==> src/rtl/alu_packet_responder.sv <==
// Packet-driven ALU behind a byte stream: parses a 4-byte header, then echoes,
// accumulates add/mul operands, or drains. Signed divide is built only when ALU_DIV_EN is defined.
module alu_packet_responder #(
    parameter logic [7:0] OP_ECHO = 8'hEC,
    parameter logic [7:0] OP_ADD  = 8'h01,
    parameter logic [7:0] OP_MUL  = 8'h02,
    parameter logic [7:0] OP_DIV  = 8'h03
) (
    input  logic       clk_i,
    input  logic       rst_ni,
    input  logic [7:0] s_axis_tdata_i,
    input  logic       s_axis_tvalid_i,
    output logic       s_axis_tready_o,
    output logic [7:0] m_axis_tdata_o,
    output logic       m_axis_tvalid_o,
    input  logic       m_axis_tready_i,
    output logic       busy_o
);

    typedef enum logic [2:0] {
        HDR_OP, HDR_RSV, HDR_LEN_L, HDR_LEN_H, PAYLOAD, DIVIDE, RESP, DRAIN
    } state_t;

    state_t      state;
    logic [7:0]  opcode;
    logic [7:0]  len_l;
    logic [15:0] rem;
    logic [1:0]  byte_idx;
    logic [31:0] opnd;
    logic [31:0] opnd_next;
    logic [31:0] acc;
    logic [2:0]  resp_idx;
    logic        rdy_en;
    logic        m_vld;
    logic [7:0]  m_data;
    logic        tready_c;
    logic        s_fire;
    logic        op_echo, op_add, op_mul, op_div, op_arith;

    // Payload byte count after the 4 header bytes; short lengths clamp to zero.
    function automatic logic [15:0] sat_payload(input logic [15:0] len);
        return (len < 16'd4) ? 16'd0 : len - 16'd4;
    endfunction

    assign op_echo  = (opcode == OP_ECHO);
    assign op_add   = (opcode == OP_ADD);
    assign op_mul   = (opcode == OP_MUL);
`ifdef ALU_DIV_EN
    assign op_div   = (opcode == OP_DIV);
`else
    assign op_div   = 1'b0;
`endif
    assign op_arith = op_add | op_mul | op_div;

    always_comb begin
        opnd_next = opnd;
        opnd_next[8*byte_idx +: 8] = s_axis_tdata_i;
    end

    // Echo stalls the input only while a byte is stuck in the output register.
    always_comb begin
        tready_c = 1'b1;
        case (state)
            DIVIDE, RESP: tready_c = 1'b0;
            PAYLOAD:      if (op_echo) tready_c = !(m_vld && !m_axis_tready_i);
            default:      tready_c = 1'b1;
        endcase
    end

    assign s_axis_tready_o = tready_c & rdy_en;
    assign s_fire          = s_axis_tvalid_i & s_axis_tready_o;
    assign m_axis_tdata_o  = m_data;
    assign m_axis_tvalid_o = m_vld;
    assign busy_o          = (state != HDR_OP);

`ifdef ALU_DIV_EN
    logic        first_op;
    logic [31:0] div_q, div_r, div_d;
    logic        div_neg, div_zero;
    logic [4:0]  div_cnt;
    logic [32:0] div_rs;
    logic        div_ge;
    logic [31:0] div_q_next, div_r_next;

    function automatic logic [31:0] abs32(input logic signed [31:0] v);
        return v[31] ? 32'(-v) : 32'(v);
    endfunction

    function automatic logic [31:0] apply_sign(input logic [31:0] mag, input logic neg);
        logic signed [31:0] s;
        s = signed'(mag);
        return neg ? 32'(-s) : mag;
    endfunction

    // One restoring step on magnitudes per cycle; sign is fixed up at the end.
    always_comb begin
        div_rs     = {div_r, div_q[31]};
        div_ge     = (div_rs >= {1'b0, div_d});
        div_r_next = div_ge ? (div_rs[31:0] - div_d) : div_rs[31:0];
        div_q_next = {div_q[30:0], div_ge};
    end
`endif

    always_ff @(posedge clk_i or negedge rst_ni) begin
        if (!rst_ni) begin
            state    <= HDR_OP;
            opcode   <= '0;
            len_l    <= '0;
            rem      <= '0;
            byte_idx <= '0;
            opnd     <= '0;
            acc      <= '0;
            resp_idx <= '0;
            rdy_en   <= 1'b0;
            m_vld    <= 1'b0;
            m_data   <= '0;
`ifdef ALU_DIV_EN
            first_op <= 1'b0;
            div_q    <= '0;
            div_r    <= '0;
            div_d    <= '0;
            div_neg  <= 1'b0;
            div_zero <= 1'b0;
            div_cnt  <= '0;
`endif
        end else begin
            rdy_en <= 1'b1;
            if (m_vld && m_axis_tready_i) m_vld <= 1'b0;
            case (state)
                HDR_OP: if (s_fire) begin
                    opcode   <= s_axis_tdata_i;
                    byte_idx <= '0;
                    resp_idx <= '0;
                    acc      <= (s_axis_tdata_i == OP_MUL) ? 32'd1 : 32'd0;
`ifdef ALU_DIV_EN
                    first_op <= 1'b1;
`endif
                    state    <= HDR_RSV;
                end
                HDR_RSV: if (s_fire) state <= HDR_LEN_L;
                HDR_LEN_L: if (s_fire) begin
                    len_l <= s_axis_tdata_i;
                    state <= HDR_LEN_H;
                end
                HDR_LEN_H: if (s_fire) begin
                    rem <= sat_payload({s_axis_tdata_i, len_l});
                    if (sat_payload({s_axis_tdata_i, len_l}) == 16'd0)
                        state <= op_arith ? RESP : HDR_OP;
                    else if (op_arith || op_echo)
                        state <= PAYLOAD;
                    else
                        state <= DRAIN;
                end
                PAYLOAD: if (s_fire) begin
                    rem <= rem - 16'd1;
                    if (op_echo) begin
                        m_data <= s_axis_tdata_i;
                        m_vld  <= 1'b1;
                        if (rem == 16'd1) state <= HDR_OP;
                    end else begin
                        opnd     <= opnd_next;
                        byte_idx <= byte_idx + 2'd1;
                        state    <= (rem == 16'd1) ? RESP : PAYLOAD;
                        if (byte_idx == 2'd3) begin
                            if (op_add) acc <= acc + opnd_next;
                            else if (op_mul) acc <= acc * opnd_next;
`ifdef ALU_DIV_EN
                            else if (op_div) begin
                                first_op <= 1'b0;
                                if (first_op) begin
                                    acc <= opnd_next;
                                end else begin
                                    div_q    <= abs32(acc);
                                    div_d    <= abs32(opnd_next);
                                    div_r    <= '0;
                                    div_neg  <= acc[31] ^ opnd_next[31];
                                    div_zero <= (opnd_next == 32'd0);
                                    div_cnt  <= '0;
                                    state    <= DIVIDE;
                                end
                            end
`endif
                        end
                    end
                end
`ifdef ALU_DIV_EN
                DIVIDE: begin
                    div_q   <= div_q_next;
                    div_r   <= div_r_next;
                    div_cnt <= div_cnt + 5'd1;
                    if (div_cnt == 5'd31) begin
                        acc   <= div_zero ? 32'hFFFF_FFFF : apply_sign(div_q_next, div_neg);
                        state <= (rem == 16'd0) ? RESP : PAYLOAD;
                    end
                end
`endif
                // Output register is refilled only when empty or being drained this cycle.
                RESP: if (!m_vld || m_axis_tready_i) begin
                    if (resp_idx == 3'd4) begin
                        m_vld    <= 1'b0;
                        resp_idx <= '0;
                        state    <= HDR_OP;
                    end else begin
                        m_data   <= acc[8*resp_idx[1:0] +: 8];
                        m_vld    <= 1'b1;
                        resp_idx <= resp_idx + 3'd1;
                    end
                end
                DRAIN: if (s_fire) begin
                    rem <= rem - 16'd1;
                    if (rem == 16'd1) state <= HDR_OP;
                end
                default: state <= HDR_OP;
            endcase
        end
    end

endmodule

==> config.mk <==
export PLATFORM = sky130hd
export DESIGN_NAME = alu_packet_responder
export DESIGN_NICKNAME = d
export VERILOG_FILES = /design/src/rtl/alu_packet_responder.sv
export SDC_FILE = /design/constraint.sdc
export NUM_CORES = 2
export LEC_CHECK = 0
export ABC_AREA = 1
export ABC_CLOCK_PERIOD_IN_PS = 7100
export CORE_ASPECT_RATIO = 0.9
export CORE_MARGIN = 3
export CORE_UTILIZATION = 40
export CTS_CLUSTER_SIZE = 20
export DETAILED_ROUTE_END_ITERATION = 16
export HOLD_SLACK_MARGIN = 0.02
export PLACE_DENSITY = 0.61
export SYNTH_ARGS = -nofsm -noshare
export SYNTH_HDL_FRONTEND = slang
export SYNTH_SLANG_ARGS = --single-unit
==> constraint.sdc <==
create_clock -name clk_i -period 7.1 [get_ports clk_i]
set_clock_uncertainty 0.1 [all_clocks]
set_input_delay 0.71 -clock clk_i [delete_from_list [all_inputs] [get_ports clk_i]]
set_output_delay 0.71 -clock clk_i [all_outputs]
set_load 0.005 [all_outputs]
=== Word-level counts from Yosys, hierarchy flattened ===
Index checks and enable logic that the tools add are counted.

* Bits in registers: 114
* Output and inout bits: 11
* Bits of input ports: 12
* Word-level logic and storage cells: 128

* Reduce and logical (&&, ||, !) cells: 25
* Multiply operators: 1
* Multiplexer cells: 49
* Bitwise operators: 4
* Equality and inequality tests: 28
* Add/sub/neg operators: 6
* Shift-type cells: 3
* $lt $le $gt $ge: 1

{| class="wikitable"
|+ Operators with widths
! cell !! number
|-
| two-way mux 32 bit || 6
|-
| case mux 32 bit (2 select lines) || 1
|-
| two-way mux 16 bit || 3
|-
| two-way mux 3 bit || 15
|-
| negator 5 -> 34 bit || 1
|-
| variable shift 8 x 34 -> 32 bit, first input constant || 1
|-
| indexed part select 8 x 34 -> 32 bit || 1
|-
| adder 32 bit || 1
|-
| bitwise mux 32 bit || 1
|-
| multiplier 32 x 32 -> 32 bit || 1
|-
| two-way mux 8 bit || 4
|-
| case mux 16 bit (2 select lines) || 1
|-
| indexed part select 32 x 6 -> 8 bit || 1
|-
| != test 2 bit, second input constant || 12
|-
| case mux 3 bit (7 select lines) || 1
|-
| equality test 16 x 1 -> 1 bit, second input constant || 1
|-
| equality test 8 x 2 -> 1 bit, second input constant || 2
|-
| zero test 16 bit || 1
|-
| < comparator 16 x 3 -> 1 bit, second input constant || 1
|-
| case mux 8 bit (2 select lines) || 1
|-
| subtractor 16 x 1 -> 16 bit, second input constant || 1
|-
| subtractor 16 x 3 -> 16 bit, second input constant || 1
|-
| equality test 3 bit, second input constant || 5
|-
| two-way mux 2 bit || 5
|-
| 29 further kinds || 49
|}

=== Longest topological paths before layout ===
* Word-level depth: 10
* Depth in mapped cells: 43
* Mapped depth without buffers: 41

=== Least setup slack after synthesis ===
OpenSTA, ideal clock, no wires.

* Kind: flip-flop to flip-flop
* Start point: register byte_idx[0]
* End point: register acc[28]
* Library setup time: 0.128 ns
* Arrival: 7.647 ns
* Required time: 6.872 ns
* Cell stages (with the launch flop): 34
* Path buffers: 2
* Period minus slack after synthesis: 7.875 ns
* Path slack: -0.775 ns
* Cell sequence: dfrtp_1 > buf_2 > inv_1 > ha_1 > nor2_4 > nand3_1 > o21ai_2 > inv_1 > clkbuf_1 > nor2_1 > fa_1 > inv_1 > fa_1 > fa_1 > fa_1 > inv_1 > fa_1 > inv_1 > fa_1 > inv_1 > fa_1 > fa_1 > ha_1 > nand2_1 > nor4_1 > nand4_1 > nand3_1 > nand2_1 > nand2_1 > a31oi_1 > nand2_1 > nand2_1 > o221ai_1 > o21ai_1

* Longest elaborated chain between the ends: 10
* Elaborated cells between the ends (all ways): 15
* Classes of those cells: add/sub (2); mul (1); eq/ne (2); shift (2); mux (7); reduce/logical (1)

{| class="wikitable"
|+ Ends and longest elaborated chain
! element !! line !! RTL
|-
| start, declared || 28 || <nowiki>logic [1:0] byte_idx;</nowiki>
|-
| start signal, assigned || 162 || <nowiki>byte_idx <= byte_idx + 2'd1;</nowiki>
|-
| negator 5 -> 34 bit (*) || 57 || <nowiki>opnd_next[8*byte_idx +: 8] = s_axis_tdata_i;</nowiki>
|-
| indexed part select 8 x 34 -> 32 bit or variable shift 8 x 34 -> 32 bit (tied branches) || 57 ||
|-
| bitwise mux 32 bit (*) || 57 ||
|-
| named net opnd_next[2] || 30 || <nowiki>logic [31:0] opnd_next;</nowiki>
|-
| multiplier 32 x 32 -> 32 bit || 166 || <nowiki>else if (op_mul) acc <= acc * opnd_next;</nowiki>
|-
| two-way mux 32 bit || 166 ||
|-
| two-way mux 32 bit (*) || 165 || <nowiki>if (op_add) acc <= acc + opnd_next;</nowiki>
|-
| two-way mux 32 bit (*) || 164 || <nowiki>if (byte_idx == 2'd3) begin</nowiki>
|-
| two-way mux 32 bit (*) || 156 || <nowiki>if (op_echo) begin</nowiki>
|-
| two-way mux 32 bit (*) || 154 || <nowiki>PAYLOAD: if (s_fire) begin</nowiki>
|-
| case mux 32 bit (2 select lines) (*) || 129 || <nowiki>case (state)</nowiki>
|-
| end signal, assigned || 134 || <nowiki>acc <= (s_axis_tdata_i == OP_MUL) ? 32'd1 : 32'd0;</nowiki>
|-
| end signal, assigned || 165 ||
|-
| end signal, assigned || 166 ||
|-
| end, declared || 31 || <nowiki>logic [31:0] acc;</nowiki>
|}

The timed path passes the listed nets; every way through them passes the cells marked *. The select of a mux whose other input is x is not followed.
A chain may end at the register's enable or synchronous reset.

=== Worst setup path in the final report ===
* Start point: register byte_idx[0]
* End point: register acc[21]

The elaborated chain is that of the path after synthesis.

==> reports/results.txt <==
The distinct cell type count of the synthesized netlist is 53. Total power after layout: 15.7 mW. The number of placement rows came out at 84. 23 I/O pins were placed. Summing the sequential cell areas from Yosys gives 12.0% of the chip area. Using the TritonRoute via totals, the vias-per-cell ratio works out to 5.29. In this run, CTS created clock tree buffers numbering 17.

The final layout contains routed wiring with a total length of 91300 um. STA classifies the critical path endpoint as a register. After global routing the overflow that remains totals 0. Yosys printed 0 warnings. Summing all flip-flop and latch instances after layout gives 2850 um2. The worst max-slew margin expressed relative to the limit is 29.4%, and the average instance area after synthesis is 7.52 um2.

The minimum setup slack in the final design came out at -0.661 ns. For this configuration, the core starts out at a cell density of 40.6%. The max-slew violation total from the final report came out at 0.

The critical path launch point type is a register. For the clock latency at the later pin of the worst-skew pair, the log shows 0.45 ns. Final hold analysis gives a worst-case slack of 0.191 ns.

The run gives 1.03 as the weighted congestion reported at the end of routability-driven placement. Shortest clock period the worst path allows after layout: 7.76 ns. The path class of the tightest hold or removal check is input pin to async pin. The flip-flop and latch count after synthesis was 114. Maximum clock path buffer count: 2.

Leaving out fill and tap cells, the most frequent cells in the layout are nand2_1 (613), inv_1 (583), nor2_1 (372). The summed area of non-filler cells in the final layout was 30600 um2; the share of post-route cells with drive strength above 1 was 23.3%. Critical path's top delay family: adder cells.

The area added between synthesis and finish came out at 28.7%. The maximum fanout encountered on the critical timing path works out to 7. Most common library cell in the layout ignoring fill and taps: nand2_1. The number of nets handed over by synthesis was 3746. Count of unresolved DRC violations after routing: 0.

At the pin with the least slew margin, the transition time is 1.06 ns. The checks that failed: negative setup slack. Across all layers, the routed design uses 22800 vias. For this run, the detailed router's first-pass iteration total came to 6.

In this design, the stage delay of the slowest critical-path cell is 0.64 ns. In this run, the number of DRC markers left after iteration 0 of detailed routing was 2133. The tools report the via count of the first global-routing pass as 22600. Port buffering added 22 buffers.

Dividing the detail-routed wire length by the instance count gives 21.1 um. The HPWL after detailed placement is 73800 um. Setup violations remaining at the end of the flow were counted as 21.

The horizontal die dimension is 263 um, and the fraction of the cycle the final worst path needs is 109%. The pin count of the biggest net entering global routing came out at 75. The run gives 0 as the residual antenna-violating net count after detailed routing. The cell at the slowest stage of the critical path was fa_2. The H-tree depth reported by CTS was 4; the clock slew seen by the registers of the worst setup and hold paths was 0.06 ns. The overall die height is 237 um.

Ratio of total power to cell area: 514 nW/um2. The flow ran to the end, but the final reports show violations. Counting both buffers and inverters, the worst setup path holds a total of 12. For the upper clock frequency limit, the log shows 129 MHz. The cell at the root of the clock tree was clkbuf_16. The most used flip-flop cell after synthesis is dfrtp_1. TritonCTS built the clock tree.

The leakage power came out at 14.9 nW. The number of cells produced by synthesis was 3160. The first-pass GRT wire length came out at 138000 um. The net count of the finished layout is 4118. The run gives 0 as the number of diodes. Data on the critical path is required at its endpoint by 7.37 ns. The max-cap violation count was 0; the maximum ir drop on the vdd rail was 0.000372 V.

Counting the fill cells in the layout gives 5485. Summing all multi-input logic gate instances after layout gives 19600 um2. Clock tree synthesis found a total of 114 sinks. The run gives 27800 um2 as the placement-stage cell area.

Setup repair after global routing could not meet its margin everywhere. In the final timing run, aggregate negative setup slack is -9.13 ns. For this run, the total global-route usage over all layers was measured as 29.2%.

The number of antenna violations at the first check in global routing is 1. Data arrives at the worst endpoint at 8.03 ns. Yosys mapped a number of flops with a built-in enable equal to 0. The cell occurring most often along the worst timing path is fa_1. The placement-stage worst setup slack is -1.21 ns, and the share of flip-flops with an asynchronous set or reset is 100%.

For the cell area after synthesis, the log shows 23800 um2. The logs give 0 for the final hold violation count and 62300 um2 for the area of the die. The core region is 58500 um2. By startpoint and endpoint, the worst setup path is classified as register to register.
[worst paths after layout]
check	startpoint	endpoint	slack (ns)	cells after the start
setup / recovery	byte_idx[0]$_DFFE_PN0P_	acc[21]$_DFFE_PN0P_	-0.66	34
hold / removal	rst_ni	opnd[5]$_DFFE_PN0P_	0.19	1
setup reg to reg	byte_idx[0]$_DFFE_PN0P_	acc[21]$_DFFE_PN0P_	-0.66	34
hold reg to reg	opnd[23]$_DFFE_PN0P_	opnd[23]$_DFFE_PN0P_	0.39	2
max in group asynchronous	rst_ni	byte_idx[0]$_DFFE_PN0P_	5.14	2
min in group clk_i	opnd[23]$_DFFE_PN0P_	opnd[23]$_DFFE_PN0P_	0.39	2
[power breakdown]
part	total, mW	switching (mW)	internal (mW)
clock network	0.941	0.378	0.563
registers	1.10	0.244	0.855
logic	13.7	7.83	5.84
[cells in the mapped netlist (8+ instances only)]
cell type,count,area share (%)
nor3_1,23,0.48
nor4_1,8,0.21
a21oi_1,97,2.0
o22ai_1,12,0.32
nand3_1,112,2.4
clkbuf_1,86,1.4
nand4_1,20,0.53
xor2_1,17,0.63
nand3b_1,9,0.28
or2_2,14,0.37
ha_1,165,8.7
buf_1,15,0.24
o211ai_1,24,0.76
o21ai_0,177,3.7
clkinv_1,12,0.19
fa_1,409,34
a31oi_1,19,0.50
xnor2_1,16,0.59
nand2_1,652,10
nor2_1,440,7.0
inv_1,625,9.9
dfrtp_1,114,12
[final cells by class]
cell class	count	area share [%]
well taps	774	3.17
multi-input cells	2294	64.0
flip-flops and latches	114	9.33
clock buffers	20	1.46
inverters	643	8.00
repair buffers	462	13.5
clock inverters	12	0.512
[worst reg2reg max path: cells and delay by family (launching register included)]
| kind | cells | cell delay (ns) |
|---|---|---|
| and+or+nand+nor | 7 | 0.87 |
| AOI/OAI and AO/OA | 5 | 0.57 |
| DFF | 1 | 0.42 |
| adders and majority gates | 10 | 4.47 |
| buffers and inverters | 12 | 1.25 |
[registers in the layout, summed over array words and instances (netlist names)]
| register | cells |
|---|---|
| acc | 32 |
| opnd | 32 |
| rem | 16 |
| len_l | 8 |
| m_axis_tdata_o | 8 |
| opcode | 8 |
| resp_idx | 3 |
| state | 3 |
| byte_idx | 2 |
| m_axis_tvalid_o | 1 |
| rdy_en | 1 |
[routing by layer]
layer	track usage [%]	vias to the layer above	routed length, um
li1	-	10400	-
met1	41.6	11100	38800
met2	44.0	1084	38700
met3	6.42	236	9390
met4	10.5	2	4380
met5	0	-	11
[kinds of logic (layout without fill, tap and decap cells)]
kind of cell	count (synthesis)	after routing	synth area share, %
and+or+nand+nor	1298	1298	22.2
adders and majority gates	574	574	43.2
other	1	1	0.0158
muxes	2	2	0.0895
DFF	114	114	12.0
AOI/OAI and AO/OA	386	386	9.38
xor gates and xnor gates	33	33	1.22
buffers and inverters	752	1137	11.9
[through the flow]
stage               util [%]  cells
global route            52.2   4319
floorplan                  -   3160
detailed placement      47.5   4216
global placement        47.5   4216
finish                  52.2   4319
CTS                     50.8   4294
[repair_timing]
action,CTS,global route
gates resized for setup,235,169
setup buffers,46,29
pin swaps,77,115
endpoints found under the hold margin,0,0
hold buffers,0,0
endpoints found under the setup margin,22,22
cloned,0,1
(Power assumes the default switching activity.)
